$ cat src/rtl/uart_tx_arbiter.sv
// uart_tx_arbiter
//   Round-robin arbiter that shares one multi-byte UART packet transmitter
//   between NUM_REQ requesters. It accepts one packet at a time, starts the
//   transmitter, and waits for its completion. It then returns a completion
//   pulse to the owning requester. A watchdog aborts a packet whose
//   transmitter never reports done.
//
// Ports
//   clk          system clock, rising edge
//   reset        asynchronous reset, active low
//   req_valid    per-requester packet-present flags
//   req_data     packets, requester i at [i*PKT_W +: PKT_W]
//   req_ready    one-hot accept strobe (combinational, IDLE only)
//   req_done     one-cycle completion pulse to the owning requester
//   req_err      qualifies req_done: 1 = aborted by watchdog
//   tx_start     one-cycle start pulse to the transmitter
//   tx_data      packet to the transmitter, held until the next acceptance
//   tx_done      one-cycle completion pulse from the transmitter
//   busy         high whenever the sequencer is not idle
//   grant_id     index of the current or most recent owner
//   timeout_err  sticky watchdog flag, cleared only by reset
module uart_tx_arbiter #(
  parameter int NUM_REQ        = 4,
  parameter int PKT_W          = 42,
  parameter int TIMEOUT_CYCLES = 65535
) (
  input  logic                       clk,
  input  logic                       reset,
  input  logic [NUM_REQ-1:0]         req_valid,
  input  logic [NUM_REQ*PKT_W-1:0]   req_data,
  output logic [NUM_REQ-1:0]         req_ready,
  output logic [NUM_REQ-1:0]         req_done,
  output logic                       req_err,
  output logic                       tx_start,
  output logic [PKT_W-1:0]           tx_data,
  input  logic                       tx_done,
  output logic                       busy,
  output logic [$clog2(NUM_REQ)-1:0] grant_id,
  output logic                       timeout_err
);

  localparam int ID_W = $clog2(NUM_REQ);
  // The counter only has to reach TIMEOUT_CYCLES-1.
  localparam int WD_W = (TIMEOUT_CYCLES > 2) ? $clog2(TIMEOUT_CYCLES) : 1;
  localparam logic [WD_W-1:0] WD_LIMIT =
    (TIMEOUT_CYCLES > 0) ? WD_W'(TIMEOUT_CYCLES - 1) : '0;
  localparam logic WD_EN = (TIMEOUT_CYCLES != 0);
  localparam logic [ID_W-1:0] LAST_ID = ID_W'(NUM_REQ - 1);

  typedef enum logic [1:0] {
    S_IDLE,
    S_START,
    S_WAIT,
    S_FINISH
  } state_t;

  state_t           state, state_nxt;
  logic [ID_W-1:0]  rr_ptr;
  logic [WD_W-1:0]  wd_cnt;
  logic             err_bit;     // abort status of the packet in flight
  logic             found;
  logic [ID_W-1:0]  winner;
  logic [ID_W-1:0]  cand;
  int               idx;
  logic [PKT_W-1:0] sel_data;
  logic             wd_expire;

  // Round-robin search: the first valid requester at or above rr_ptr,
  // wrapping modulo NUM_REQ (which need not be a power of two).
  // NOTE: every variable written in a combinational block gets a default
  // first, so no path leaves it unassigned and no latch is inferred.
  always_comb begin
    found  = 1'b0;
    winner = '0;
    cand   = '0;
    idx    = 0;
    for (int k = 0; k < NUM_REQ; k++) begin
      idx = int'(rr_ptr) + k;
      if (idx >= NUM_REQ) idx = idx - NUM_REQ;
      cand = ID_W'(idx);
      if (!found && req_valid[cand]) begin
        found  = 1'b1;
        winner = cand;
      end
    end
  end

  always_comb begin
    sel_data = '0;
    for (int i = 0; i < NUM_REQ; i++) begin
      if (winner == ID_W'(i)) sel_data = req_data[i*PKT_W +: PKT_W];
    end
  end

  assign wd_expire = WD_EN && (wd_cnt == WD_LIMIT);
  assign busy      = (state != S_IDLE);

  always_comb begin
    state_nxt = state;
    req_ready = '0;
    req_done  = '0;
    req_err   = 1'b0;
    tx_start  = 1'b0;
    case (state)
      S_IDLE: begin
        if (found) begin
          state_nxt = S_START;
          // Gated by reset so every output reads 0 while reset is held,
          // even if a requester keeps req_valid high.
          for (int i = 0; i < NUM_REQ; i++) begin
            req_ready[i] = reset && (winner == ID_W'(i));
          end
        end
      end
      S_START: begin
        tx_start  = 1'b1;
        state_nxt = S_WAIT;
      end
      S_WAIT: begin
        if (tx_done || wd_expire) state_nxt = S_FINISH;
      end
      S_FINISH: begin
        req_err = err_bit;
        for (int i = 0; i < NUM_REQ; i++) begin
          req_done[i] = (grant_id == ID_W'(i));
        end
        state_nxt = S_IDLE;
      end
      default: state_nxt = S_IDLE;
    endcase
  end

  // NOTE: sequential state uses non-blocking assignments so every register
  // samples the pre-edge values regardless of statement order.
  always_ff @(posedge clk or negedge reset) begin
    if (!reset) begin
      state       <= S_IDLE;
      rr_ptr      <= '0;
      grant_id    <= '0;
      tx_data     <= '0;
      wd_cnt      <= '0;
      err_bit     <= 1'b0;
      timeout_err <= 1'b0;
    end else begin
      state <= state_nxt;
      case (state)
        S_IDLE: begin
          if (found) begin
            tx_data  <= sel_data;
            grant_id <= winner;
          end
        end
        S_START: begin
          wd_cnt  <= '0;
          err_bit <= 1'b0;
        end
        S_WAIT: begin
          // tx_done wins over an expiring watchdog in the same cycle.
          if (!tx_done) begin
            wd_cnt <= wd_cnt + 1'b1;
            if (wd_expire) begin
              timeout_err <= 1'b1;
              err_bit     <= 1'b1;
            end
          end
        end
        S_FINISH: begin
          rr_ptr <= (grant_id == LAST_ID) ? '0 : grant_id + 1'b1;
        end
        default: ;
      endcase
    end
  end

endmodule

$ cat config.mk
export PLATFORM = sky130hd
export DESIGN_NAME = uart_tx_arbiter
export DESIGN_NICKNAME = d
export VERILOG_FILES = /design/src/rtl/uart_tx_arbiter.sv
export SDC_FILE = /design/constraint.sdc
export NUM_CORES = 1
export LEC_CHECK = 0
export CAP_MARGIN = 0
export CORE_UTILIZATION = 36
export DETAILED_ROUTE_END_ITERATION = 10
export PLACE_DENSITY = 0.79
export SLEW_MARGIN = 20
export SYNTH_ARGS = -nofsm -noshare
export SYNTH_HDL_FRONTEND = slang
export SYNTH_SLANG_ARGS = --single-unit
$ cat constraint.sdc
create_clock -name clk -period 2.9 [get_ports clk]
set_input_delay 0.87 -clock clk [delete_from_list [all_inputs] [get_ports clk]]
set_output_delay 0.87 -clock clk [all_outputs]
set_load 0.02 [all_outputs]
==> results_tabular.tex <==
\begin{tabular}{lr}
\hline
Metric & Value \\
\hline
\multicolumn{2}{l}{\textbf{Run status}} \\
\quad Status & completed \\
\multicolumn{2}{l}{\textbf{STA}} \\
\quad Max Fclk & 349 MHz \\
\quad Max transition margin & 0.441 \\
\quad Final period demand of the worst path & 2.86 ns \\
\quad Share of the clock period used by the worst path & 0.987 \\
\quad Final Hold Viols & 0 \\
\quad Setup Skew & 0.00505 ns \\
\quad Setup total negative slack & 0 ns \\
\quad Number of setup violations in the final report & 0 \\
\quad Number of pins exceeding their max-slew limit in the final report & 0 \\
\quad Actual slew at the worst max-slew pin & 0.839 ns \\
\multicolumn{2}{l}{\textbf{Yosys}} \\
\quad Top cell type's share of synthesized area & 0.394 \\
\quad Mapped Nets & 641 \\
\quad Number of enable flip-flop cells after synthesis & 0 \\
\quad Average cell area after synthesis & 9.18 um2 \\
\quad Register bit count reported by yosys & 66 \\
\quad Most common flop cell mapped by yosys & sky130\_fd\_sc\_hd\_\_dfrtp\_1 \\
\quad Yosys warns & 0 \\
\quad Cell accounting for the most synthesized area & sky130\_fd\_sc\_hd\_\_dfrtp\_1 \\
\quad Fraction of registers with async set/reset & 1.00 \\
\quad Register area share after synthesis & 0.394 \\
\quad Top cells by area, synth & sky130\_fd\_sc\_hd\_\_dfrtp\_1 (39\%), sky130\_fd\_sc\_hd\_\_mux2\_4 (7.5\%), sky130\_fd\_sc\_hd\_\_nor2\_1 (7.3\%) \\
\quad Synth Instances & 456 \\
\quad Netlist area before placement & 4190 um2 \\
\quad Unique cell type count in the Yosys netlist & 42 \\
\multicolumn{2}{l}{\textbf{CTS}} \\
\quad Number of levels in the clock H-tree & 3 \\
\quad Number of CTS-inserted buffers & 9 \\
\quad Clock Latency Late Sink & 0.32 ns \\
\quad Clock sink total & 66 \\
\quad CTS tree & yes \\
\quad Buffer levels on the longest clock path & 2 \\
\quad Clock root buffer & sky130\_fd\_sc\_hd\_\_clkbuf\_16 \\
\quad Register clock-pin slew on the reported worst setup and hold paths & 0.05 ns \\
\multicolumn{2}{l}{\textbf{Setup path}} \\
\quad Critical Path Source & req\_valid[1] \\
\quad Required arrival time at the worst endpoint & 2.03 ns \\
\quad Total buffers and inverters traversed by the critical path & 3 \\
\quad Ordered list of cells on the worst path & buf\_6, buf\_6, mux2\_4, o221a\_4, nor3\_4, buf\_6 \\
\quad Total number of cells along the worst setup path & 6 \\
\quad Terminus of the critical flop-to-flop path & tx\_data[20] \\
\quad Endpoint type of the worst setup path & primary output \\
\quad Crit path DAT & 1.99 ns \\
\quad Type of the worst setup path & primary input to primary output \\
\quad Number of cell instances on the worst register-to-register path & 8 \\
\quad R2r setup slk & 0.38 ns \\
\quad Critical path destination & req\_ready[2] \\
\quad Crit-path most repeated cell & sky130\_fd\_sc\_hd\_\_buf\_6 \\
\quad Slowest cell delay on critical path & 0.32 ns \\
\quad Startpoint of the most critical register-to-register path & rr\_ptr[0] \\
\quad Kind of launch point of the worst setup path & primary input \\
\quad Crit Path Max Fanout & 3 \\
\quad Slowest-stage cell, CP & sky130\_fd\_sc\_hd\_\_o221a\_4 \\
\quad Delay-heaviest family, CP & buffers and inverters \\
\multicolumn{2}{l}{\textbf{Placed design}} \\
\quad Port Buffers & 230 \\
\quad \# placed instances & 828 \\
\quad Half-perimeter wire length of the detailed placement result & 9.90 mm \\
\quad Global placement routability congestion & 0.823 \\
\multicolumn{2}{l}{\textbf{Power and ir drop}} \\
\quad Leakage power & 3.03 nW \\
\quad Power density relative to cell area & 860 nW/um2 \\
\quad Worst vdd rail ir drop & 0.466 mV \\
\multicolumn{2}{l}{\textbf{Route}} \\
\quad Post-route ant nets & 0 \\
\quad Total via count after detailed routing & 4326 \\
\quad Ratio of routed vias to standard cells & 5.13 \\
\quad Routed WL per cell & 15.5 um \\
\quad Detailed Route Iter0 Violations & 263 \\
\quad Drt total wl & 13.1 mm \\
\quad Number of DRC violations after detailed routing & 0 \\
\quad Iteration count of the initial detailed-routing pass & 4 \\
\multicolumn{2}{l}{\textbf{Layout}} \\
\quad Final net count & 882 \\
\quad Final core occ & 0.629 \\
\quad Diode count & 0 \\
\quad Non-filler cells, final & 844 \\
\quad Area grow syn2layout & 70.7\% \\
\quad Proportion of layout cells with a drive suffix above 1 & 0.163 \\
\multicolumn{2}{l}{\textbf{Floorplanning}} \\
\quad Count of boundary I/O pins & 231 \\
\quad Row cnt & 39 \\
\quad Vert. Die Dim & 110 um \\
\quad Core area & 11400 um2 \\
\quad Die outline width & 110 um \\
\quad Total Die Area & 12100 um2 \\
\quad Effective utilization at floorplan & 0.368 \\
\multicolumn{2}{l}{\textbf{Flow run}} \\
\quad Maxcap violations & 0 \\
\multicolumn{2}{l}{\textbf{Worst hold path}} \\
\quad Number of instances on the worst hold path & 1 \\
\quad Hold Startpoint & timeout\_err \\
\quad Worst Hold Class & register to register \\
\multicolumn{2}{l}{\textbf{GRT}} \\
\quad Overall overflow remaining after global route & 0 \\
\quad Pin count of the biggest net entering global routing & 67 \\
\quad Global-route total usage across every layer & 0.217 \\
\quad First-pass GRT wire length & 20.1 mm \\
\quad Vias in the first global route & 4314 \\
\quad Antenna violations before repair & 0 \\
\hline
\end{tabular}
==> worst reg2reg max path, cell delays in order (launching register included) <==
cell                       delay [ns]
sky130_fd_sc_hd__dfrtp_1         0.40
sky130_fd_sc_hd__buf_4           0.15
sky130_fd_sc_hd__mux2_4          0.26
sky130_fd_sc_hd__o221a_4         0.32
sky130_fd_sc_hd__clkbuf_8        0.32
sky130_fd_sc_hd__buf_4           0.39
sky130_fd_sc_hd__nor2_1          0.24
sky130_fd_sc_hd__nor2_1          0.07
sky130_fd_sc_hd__o221a_2         0.23
==> Yosys cell counts (2+ instances only) <==
library cell	count
sky130_fd_sc_hd__xor2_1	6
sky130_fd_sc_hd__dfrtp_1	66
sky130_fd_sc_hd__or2_2	2
sky130_fd_sc_hd__ha_1	10
sky130_fd_sc_hd__buf_6	2
sky130_fd_sc_hd__buf_2	4
sky130_fd_sc_hd__nand3_1	27
sky130_fd_sc_hd__and2_1	6
sky130_fd_sc_hd__a21oi_1	3
sky130_fd_sc_hd__inv_1	13
sky130_fd_sc_hd__mux2_4	21
sky130_fd_sc_hd__mux2_2	4
sky130_fd_sc_hd__o21ai_0	4
sky130_fd_sc_hd__o21ai_1	20
sky130_fd_sc_hd__nor3_1	8
sky130_fd_sc_hd__o221a_2	21
sky130_fd_sc_hd__nor2b_1	3
sky130_fd_sc_hd__nand4_1	4
sky130_fd_sc_hd__o31ai_1	2
sky130_fd_sc_hd__nand2b_1	5
sky130_fd_sc_hd__a22oi_1	21
sky130_fd_sc_hd__buf_12	2
sky130_fd_sc_hd__nand2_1	58
sky130_fd_sc_hd__mux2i_1	22
sky130_fd_sc_hd__buf_4	4
sky130_fd_sc_hd__xnor2_1	7
sky130_fd_sc_hd__clkbuf_1	16
sky130_fd_sc_hd__nor2_1	81
==> worst min path at each step <==
stage,to,slack [ns]
6_report,timeout_err,0.47
5_1_grt,timeout_err,0.53
4_1_cts,err_bit,0.48
3_5_place_dp,err_bit,0.46
3_3_place_gp,timeout_err,0.45
2_1_floorplan,err_bit,0.44
==> per-stage QoR <==
| stage | hold slack [ns] | total power [mW] | setup WS [ns] | area [um2] |
|---|---|---|---|---|
| final | 0.470 | 6.14 | 0.0369 | 7150 |
| after CTS | 0.479 | 6.21 | 0.00789 | 7130 |
| after global placement | 0.453 | 4.94 | -0.937 | 6780 |
| after global routing | 0.526 | 6.53 | -0.00133 | 7150 |
| after detailed placement | 0.465 | 5.04 | -0.905 | 6780 |
| after floorplan | 0.439 | 3.60 | -0.153 | 4220 |
==> sequential cells by signal, indices dropped and copies added, names as in the netlist <==
signal / flops
err_bit: 1
grant_id: 2
rr_ptr: 2
state: 2
timeout_err: 1
tx_data: 42
wd_cnt: 16
==> per-layer routing <==
metal / vias to the layer above / wire (um) / GRT usage
li1: 2076 / - / -
met1: 2069 / 5010 / 0.238
met2: 169 / 6880 / 0.400
met3: 12 / 1050 / 0.0516
met4: 0 / 172 / 0.0819
met5: - / 0 / 0
==> final cells by class <==
class	count	area, um2
Fill cell	906	4220
Timing Repair Buffer	258	2540
Multi-Input combinational cell	349	2420
Sequential cell	66	1650
Clock buffer	13	270
Tap cell	143	179
Inverter	13	48.8
Clock inverter	2	35.0
==> cells in the final DEF, fill, tap and decap left out, types with 4 or more instances in the layout <==
master / instances
sky130_fd_sc_hd__nand2b_1: 5
sky130_fd_sc_hd__nand4_1: 4
sky130_fd_sc_hd__nor3_1: 4
sky130_fd_sc_hd__o21ai_0: 4
sky130_fd_sc_hd__clkdlybuf4s50_1: 221
sky130_fd_sc_hd__buf_6: 5
sky130_fd_sc_hd__nand3_1: 27
sky130_fd_sc_hd__a22oi_1: 21
sky130_fd_sc_hd__mux2_4: 21
sky130_fd_sc_hd__o21ai_1: 20
sky130_fd_sc_hd__clkbuf_16: 9
sky130_fd_sc_hd__mux2i_1: 22
sky130_fd_sc_hd__clkbuf_8: 4
sky130_fd_sc_hd__dfrtp_1: 66
sky130_fd_sc_hd__xnor2_1: 7
sky130_fd_sc_hd__buf_4: 24
sky130_fd_sc_hd__ha_1: 10
sky130_fd_sc_hd__nor2_1: 79
sky130_fd_sc_hd__inv_1: 13
sky130_fd_sc_hd__o221a_2: 21
sky130_fd_sc_hd__xor2_1: 6
sky130_fd_sc_hd__and2_1: 6
sky130_fd_sc_hd__nand2_1: 57
sky130_fd_sc_hd__mux2_2: 4
==> kinds of logic after synthesis <==
| family | after synthesis | share of synthesized area |
|---|---|---|
| AOI/OAI and AO/OA | 80 | 0.152 |
| xor gates and xnor gates | 13 | 0.0272 |
| adders and majority gates | 10 | 0.0299 |
| buffers and inverters | 41 | 0.0529 |
| DFF | 66 | 0.394 |
| muxes | 47 | 0.139 |
| and+or+nand+nor | 199 | 0.205 |
==> report_power, final <==
part	internal [mW]	leakage [nW]	switching (mW)
Sequential	1.28	0.809	0.233
Combinational	1.77	2.07	1.76
Clock	0.729	0.152	0.372
Total	3.78	3.03	2.36
==> what timing repair did <==
item / in CTS / in global routing
gates resized for setup: 50 / 7
endpoints found under the setup margin: 46 / 6
setup buffers: 1 / 0
hold buffers: 0 / 0
pin swaps: 6 / 4
hold endpoints to repair: 0 / 0
Power figures use the tool's default switching activity.
